**config.mk**
```make
export PLATFORM = sky130hd
export DESIGN_NAME = fwd_hazard_unit
export DESIGN_NICKNAME = d
export VERILOG_FILES = /design/src/rtl/fwd_pkg.sv /design/src/rtl/fwd_scoreboard.sv /design/src/rtl/fwd_hazard_unit.sv
export SDC_FILE = /design/constraint.sdc
export NUM_CORES = 1
export LEC_CHECK = 0
export ABC_CLOCK_PERIOD_IN_PS = 3100
export BUFFER_PORTS_ARGS = -buffer_cell sky130_fd_sc_hd__buf_4
export CELL_PAD_IN_SITES_DETAIL_PLACEMENT = 1
export CELL_PAD_IN_SITES_GLOBAL_PLACEMENT = 2
export CORE_MARGIN = 2
export CORE_UTILIZATION = 29
export CTS_CLUSTER_DIAMETER = 30
export DETAILED_ROUTE_END_ITERATION = 8
export PLACE_DENSITY = 0.87
export RECOVER_POWER = 50
export REMOVE_ABC_BUFFERS = 1
export SLEW_MARGIN = 25
export SYNTH_ARGS = -nofsm -noshare
export SYNTH_HDL_FRONTEND = slang
export SYNTH_SLANG_ARGS = --single-unit
```
**constraint.sdc**
```tcl
create_clock -name clk -period 3.1 [get_ports clk]
set_clock_uncertainty 0.15 [all_clocks]
set_input_delay 0.31 -clock clk [delete_from_list [all_inputs] [get_ports clk]]
set_output_delay 0.31 -clock clk [all_outputs]
set_load 0.01 [all_outputs]
```
**src/rtl/fwd_pkg.sv**
```systemverilog
// Shared types and constants for the forwarding / hazard unit.
package fwd_pkg;

  // Why the front end is stalled. The encoding is visible on stall_reason.
  typedef enum logic [1:0] {
    RSN_RUN    = 2'd0,
    RSN_LOAD   = 2'd1,
    RSN_SB_RAW = 2'd2,
    RSN_SB_WAW = 2'd3
  } stall_reason_e;

  // A forward select of 0 means "take the register file value".
  localparam int FWD_SEL_RF = 0;

  // Width of one forward select: it must encode the register file and every stage.
  function automatic int fwd_sel_w(input int num_stages);
    return $clog2(num_stages + 1);
  endfunction

endpackage

```
**src/rtl/fwd_scoreboard.sv**
```systemverilog
// Pending-write scoreboard for long-latency operations, with a sticky error
// flag for a completion that targets a register that is not pending.
module fwd_scoreboard
  import fwd_pkg::*;
#(
  parameter int AW   = 3,
  parameter int NREG = 2 ** AW
) (
  input  logic            clk,
  input  logic            rst_n,
  input  logic            set_i,
  input  logic [AW-1:0]   set_addr_i,
  input  logic            clr_i,
  input  logic [AW-1:0]   clr_addr_i,
  output logic [NREG-1:0] pending_o,
  output logic            sb_err_o
);

  logic [NREG-1:0] pending_q, pending_d;
  logic            err_q, err_d;

  // Clear on completion first, then set on issue, so an issue to the register
  // completing this cycle leaves it pending.
  always_comb begin
    pending_d = pending_q;
    if (clr_i) pending_d[clr_addr_i] = 1'b0;
    if (set_i) pending_d[set_addr_i] = 1'b1;
    err_d = err_q | (clr_i & ~pending_q[clr_addr_i]);
  end

  // Scoreboard state; completions are accepted regardless of pipeline hold.
  always_ff @(posedge clk or negedge rst_n) begin
    if (!rst_n) begin
      pending_q <= '0;
      err_q     <= 1'b0;
    end else begin
      pending_q <= pending_d;
      err_q     <= err_d;
    end
  end

  assign pending_o = pending_q;
  assign sb_err_o  = err_q;

endmodule

```
**src/rtl/fwd_hazard_unit.sv**
```systemverilog
// EX operand forwarding plus the hazards forwarding cannot cover: load-use,
// and RAW/WAW against long-latency operations tracked in a scoreboard.
//
// Handshake: the ID instruction advances (adv) in a cycle where id_valid=1,
// flush_i=0, stall=0 and hold_i=0. stall is combinational on current-cycle
// inputs and the registered scoreboard; no other input waits on an output.
module fwd_hazard_unit
  import fwd_pkg::*;
#(
  parameter int AW         = 3,
  parameter int NUM_SRC    = 2,
  parameter int NUM_STAGES = 2,
  parameter int CNT_W      = 16,
  parameter int SEL_W      = fwd_sel_w(NUM_STAGES),
  parameter int NREG       = 2 ** AW
) (
  input  logic                     clk,
  input  logic                     rst_n,
  input  logic                     hold_i,
  input  logic                     flush_i,
  input  logic                     id_valid,
  input  logic [NUM_SRC*AW-1:0]    id_src_addr,
  input  logic [NUM_SRC-1:0]       id_src_used,
  input  logic                     id_reg_write,
  input  logic [AW-1:0]            id_rdest,
  input  logic                     id_is_long,
  input  logic                     ex_valid,
  input  logic                     ex_reg_write,
  input  logic                     ex_is_load,
  input  logic [AW-1:0]            ex_rdest,
  input  logic [NUM_SRC*AW-1:0]    ex_src_addr,
  input  logic [NUM_STAGES-1:0]    stg_valid,
  input  logic [NUM_STAGES-1:0]    stg_reg_write,
  input  logic [NUM_STAGES*AW-1:0] stg_rdest,
  input  logic                     long_done,
  input  logic [AW-1:0]            long_done_rdest,
  output logic [NUM_SRC*SEL_W-1:0] ex_fwd_sel,
  output logic                     stall,
  output logic [1:0]               stall_reason,
  output logic [NREG-1:0]          pending_o,
  output logic [CNT_W-1:0]         stall_cnt,
  output logic                     sb_err
);

  logic            id_live;
  logic            load_h, raw_h, waw_h;
  logic            adv;
  logic [NREG-1:0] pending;
  stall_reason_e   reason_d, state_q;
  logic [CNT_W-1:0] cnt_q;

  // Per-operand forward select; scanning oldest to youngest lets the youngest
  // matching stage overwrite, so the lowest stage index wins.
  always_comb begin
    ex_fwd_sel = '0;
    for (int i = 0; i < NUM_SRC; i++) begin
      ex_fwd_sel[i*SEL_W +: SEL_W] = SEL_W'(FWD_SEL_RF);
      for (int k = NUM_STAGES - 1; k >= 0; k--) begin
        if (stg_valid[k] && stg_reg_write[k] &&
            (stg_rdest[k*AW +: AW] == ex_src_addr[i*AW +: AW])) begin
          ex_fwd_sel[i*SEL_W +: SEL_W] = SEL_W'(k + 1);
        end
      end
    end
  end

  assign id_live = id_valid & ~flush_i;

  // Hazard terms against the EX load and the pre-update scoreboard.
  always_comb begin
    load_h = 1'b0;
    raw_h  = 1'b0;
    for (int i = 0; i < NUM_SRC; i++) begin
      if (id_src_used[i]) begin
        if (ex_valid && ex_reg_write && ex_is_load &&
            (id_src_addr[i*AW +: AW] == ex_rdest)) begin
          load_h = 1'b1;
        end
        if (pending[id_src_addr[i*AW +: AW]]) raw_h = 1'b1;
      end
    end
    load_h = load_h & id_live;
    raw_h  = raw_h & id_live;
    waw_h  = id_live & id_reg_write & pending[id_rdest];
  end

  // Reason of the current stall, highest priority first.
  always_comb begin
    reason_d = RSN_RUN;
    if (load_h)     reason_d = RSN_LOAD;
    else if (raw_h) reason_d = RSN_SB_RAW;
    else if (waw_h) reason_d = RSN_SB_WAW;
  end

  assign stall = load_h | raw_h | waw_h;
  assign adv   = id_live & ~stall & ~hold_i;

  fwd_scoreboard #(
    .AW   (AW),
    .NREG (NREG)
  ) u_sb (
    .clk        (clk),
    .rst_n      (rst_n),
    .set_i      (adv & id_is_long & id_reg_write),
    .set_addr_i (id_rdest),
    .clr_i      (long_done),
    .clr_addr_i (long_done_rdest),
    .pending_o  (pending),
    .sb_err_o   (sb_err)
  );

  // Reason FSM: tracks the current stall reason, frozen while the pipe is held.
  always_ff @(posedge clk or negedge rst_n) begin
    if (!rst_n) begin
      state_q <= RSN_RUN;
    end else if (!hold_i) begin
      state_q <= reason_d;
    end
  end

  // Saturating count of stall cycles in which the pipe could otherwise move.
  always_ff @(posedge clk or negedge rst_n) begin
    if (!rst_n) begin
      cnt_q <= '0;
    end else if (stall && !hold_i && !(&cnt_q)) begin
      cnt_q <= cnt_q + CNT_W'(1);
    end
  end

  assign stall_reason = state_q;
  assign pending_o    = pending;
  assign stall_cnt    = cnt_q;

endmodule
```
==> summary.md <==
| Metric | Value |
|---|---|
| FFs w/ async S/R, synth | `100%` |
| Max Clk Rate | `359 MHz` |
| Sw Share | `31.1%` |
| Pwr Density | `339 nW/um^2` |
| Root Driver | `clkbuf_8` |
| Remaining Overflow, GRT | `0` |
| Setup violators final | `0` |
| Vias per cell | `5.17` |
| Drt pass-1 iters | `6` |
| Sequential cell area fraction in the yosys report | `a little over a third` |
| Initial antenna violation count | `0` |
| Die width | `between 80 and 90 um` |
| Total CTS buffers | `3` |
| Fill count | `747` |
| Routed Antenna Nets | `0` |
| Tmin final | `2.78 ns` |
| Initial Utilization | `30.2%` |
| I/O Pins | `76` |
| Fin. max-slew vios | `0` |
| Core area | `approximately 6400 um^2` |
| First-pass GRT wire length | `9460 um` |
| Final setup TNS | `0 ns` |
| Ys Warns | `0` |
| Syn Inst Count | `roughly 200` |
| Clock Tree Buf Depth | `2` |
| Post-cts gate resize count | `0` |
| Maximum vdd drop | `160 uV` |
| FF/Latch Area | `between 600 and 700 um^2` |
| DRC | `6` |
| Area Overhead vs Synth | `29.5%` |
| Clock Power Share | `between 20% and 30%` |
| Max_cap viols | `0` |
| RSZ-0062 raised after global routing | `false` |
| Final WL | `about 5500 um` |
| Worst setup path end | `stall` |
| Largest net degree at the start of global routing | `28` |
| Final core utilization | `39.0%` |
| Worst-Margin Slew | `1.48 ns` |
| Die height | `85.7 um` |
| Internal | `roughly 0.00059 W` |
| Top_reg_cell synth | `dfrtp_1` |
| CP Data Arrival Time | `2.32 ns` |
| Lkg Pwr | `1.12 nW` |
| R2r startpoint | `u_sb.pending_o[6]` |
| Synth Register Bits | `27` |
| RePlAce Congestion | `0.746` |
| Via Count | `1777` |
| Vias in the first global route | `1925` |
| Clock tree from TritonCTS | `built` |
| Distinct cell type count after synthesis | `43` |
| Mapped Area | `1940 um^2` |
| PortBufs | `75` |
| Status | `finished, violations left` |
| All-Layer GR Usage | `15.8%` |
| Antenna cells | `0` |
| First DRT Iteration DRCs | `109` |
| Layout cells sized above 1 | `29.6%` |
| Clk slew on worst S/H paths | `0.10 ns` |
| Worst R2R Path Depth | `6` |
| Max transition margin | `1.09%` |
| EDFF count, synth | `0` |
| Hold Path Class | `primary input to register` |
| Startpoint Class | `register` |
| Syn_area_per_cell | `between 9 and 10 um^2` |
| Die ar. | `about 7300 um^2` |
| Sequential Power Share | `49.0%` |
| Failing checks | `design-rule violations` |
| WS Path Type | `register to primary output` |
| Psw | `0.000265 W` |
| CP Capture Type | `primary output` |
| Post-layout nets | `roughly 310` |
| Register-to-register setup slack | `0.50 ns` |
| CP required | `2.64 ns` |
| HPWL Detailed | `4400 um` |
| Combinational share of power | `27.0%` |
| Hold Vio Cnt, Final | `0` |
| Clock Latency Late Sink | `0.28 ns` |
| Worst flop-to-flop path endpoint | `stall_cnt[1]` |
| Htree depth | `1` |
| Site Rows | `29` |
| Wire per inst | `16.1 um` |
| Footprint of the multi-input gates | `1160 um^2` |
| Crit Path Max Fanout | `21` |
| # clock sinks | `27` |
| Critical Path Start | `u_sb.pending_o[6]` |
| Final worst path period share | `89.8%` |
==> critical path, stage by stage, from the launching register on <==
cell     delay, ns
dfrtp_1       0.46
mux2i_1       0.18
o22ai_1       0.10
o311a_1       0.39
or4_4         0.70
buf_4         0.21
==> Yosys cell counts, types with 3 or more instances <==
library cell   n  area share [%]
buf_6          4             2.3
nor2b_1        4             1.3
mux2i_1       10             5.2
and4_1         5             2.3
nand4b_1       3             1.4
nor3_1         7             1.8
dfrtp_1       27              35
a21oi_1        3            0.77
nand4_1        9             2.9
nor2_1         8             1.6
o31ai_1        3             1.2
nand3_1       14             3.6
inv_1          4            0.77
nand2_1       11             2.1
and3_1         6             1.9
nor4_1         5             1.6
xnor2_1       22             9.9
xor2_1        10             4.5
mux2_2         4             2.3
==> how the worst min path moves through the flow <==
stage | from | endpoint | slack, ns | depth (start not counted)
2_1_floorplan | rst_n | stall_cnt[0] | -0.14 | 0
3_3_place_gp | rst_n | stall_reason[0] | 0.1 | 1
3_5_place_dp | rst_n | stall_reason[0] | 0.1 | 1
4_1_cts | hold_i | stall_reason[0] | 0.09 | 2
5_1_grt | hold_i | stall_reason[0] | 0.1 | 2
6_report | hold_i | stall_reason[0] | 0.1 | 2
==> stage by stage <==
step / total power, W / instance area [um^2] / hold WS [ns] / setup slack, ns / cells
6_report: 0.000850 / 2510 / 0.0952 / 0.316 / 344
4_1_cts: 0.000879 / 2570 / 0.0935 / 0.316 / 344
2_1_floorplan: 0.000524 / 1850 / -0.136 / 0.665 / 186
5_1_grt: 0.000909 / 2510 / 0.0954 / 0.199 / 344
3_3_place_gp: 0.000667 / 2510 / 0.0963 / 0.537 / 339
3_5_place_dp: 0.000674 / 2510 / 0.0980 / 0.468 / 339
==> kinds of logic after synthesis <==
family | after synthesis | share of synthesized area (%)
XOR/XNOR | 32 | 14.5
AO/OA/AOI/OAI | 20 | 8.27
multiplexers | 16 | 9.82
buffers and inverters | 14 | 5.36
adder cells (fa/ha/maj) | 1 | 0.646
AND/OR/NAND/NOR | 86 | 26.6
flip-flops | 27 | 34.9
==> cells in the final DEF (no fill, tap or decap), types with 3 or more instances in the layout <==
cell type,count
buf_4,59
dfrtp_1,27
xnor2_1,22
clkbuf_1,17
nand3_1,14
nand2_1,11
mux2i_1,10
xor2_1,10
nand4_1,9
nor2_1,8
nor3_1,7
and3_1,6
nor4_1,5
and4_1,5
inv_1,4
nor2b_1,4
mux2_2,4
a21oi_1,3
nand4b_1,3
o31ai_1,3
clkbuf_8,3
==> cell type report <==
type	instances	area share (%)
Tap cell	77	3.84
Clock buffer	3	1.65
Inverter	4	0.599
Multi-Input combinational cell	155	46.2
Sequential cell	27	26.9
Timing Repair Buffer	77	20.6
Clock inverter	1	0.200
==> routing by layer <==
metal	part of all wire, %	wire [um]	global-route usage (%)	vias up
met2	46	2530	25.5	57
li1	-	-	-	863
met4	0.45	25	3.03	0
met5	0	0	0	-
met3	5.6	311	2.21	4
met1	48	2660	22.7	853
==> registers in the layout (all words and copies together), names as in the netlist <==
| register | flops |
|---|---|
| stall_reason | 2 |
| u_sb.sb_err_o | 1 |
| stall_cnt | 16 |
| u_sb.pending_o | 8 |
==> power by group through the flow <==
stage / clock [W] / combinational, W / sequential (W)
floorplan: 0 / 0.0000977 / 0.000426
global placement: 0 / 0.000244 / 0.000423
detailed placement: 0 / 0.000249 / 0.000424
CTS: 0.000211 / 0.000251 / 0.000418
global route: 0.000230 / 0.000256 / 0.000423
finish: 0.000204 / 0.000229 / 0.000417
==> timing repair <==
item,in CTS,in global routing
endpoints found under the hold margin,27,0
hold buffers,1,0
setup buffers,0,0
No activity file was read; power rests on OpenSTA's default activity.
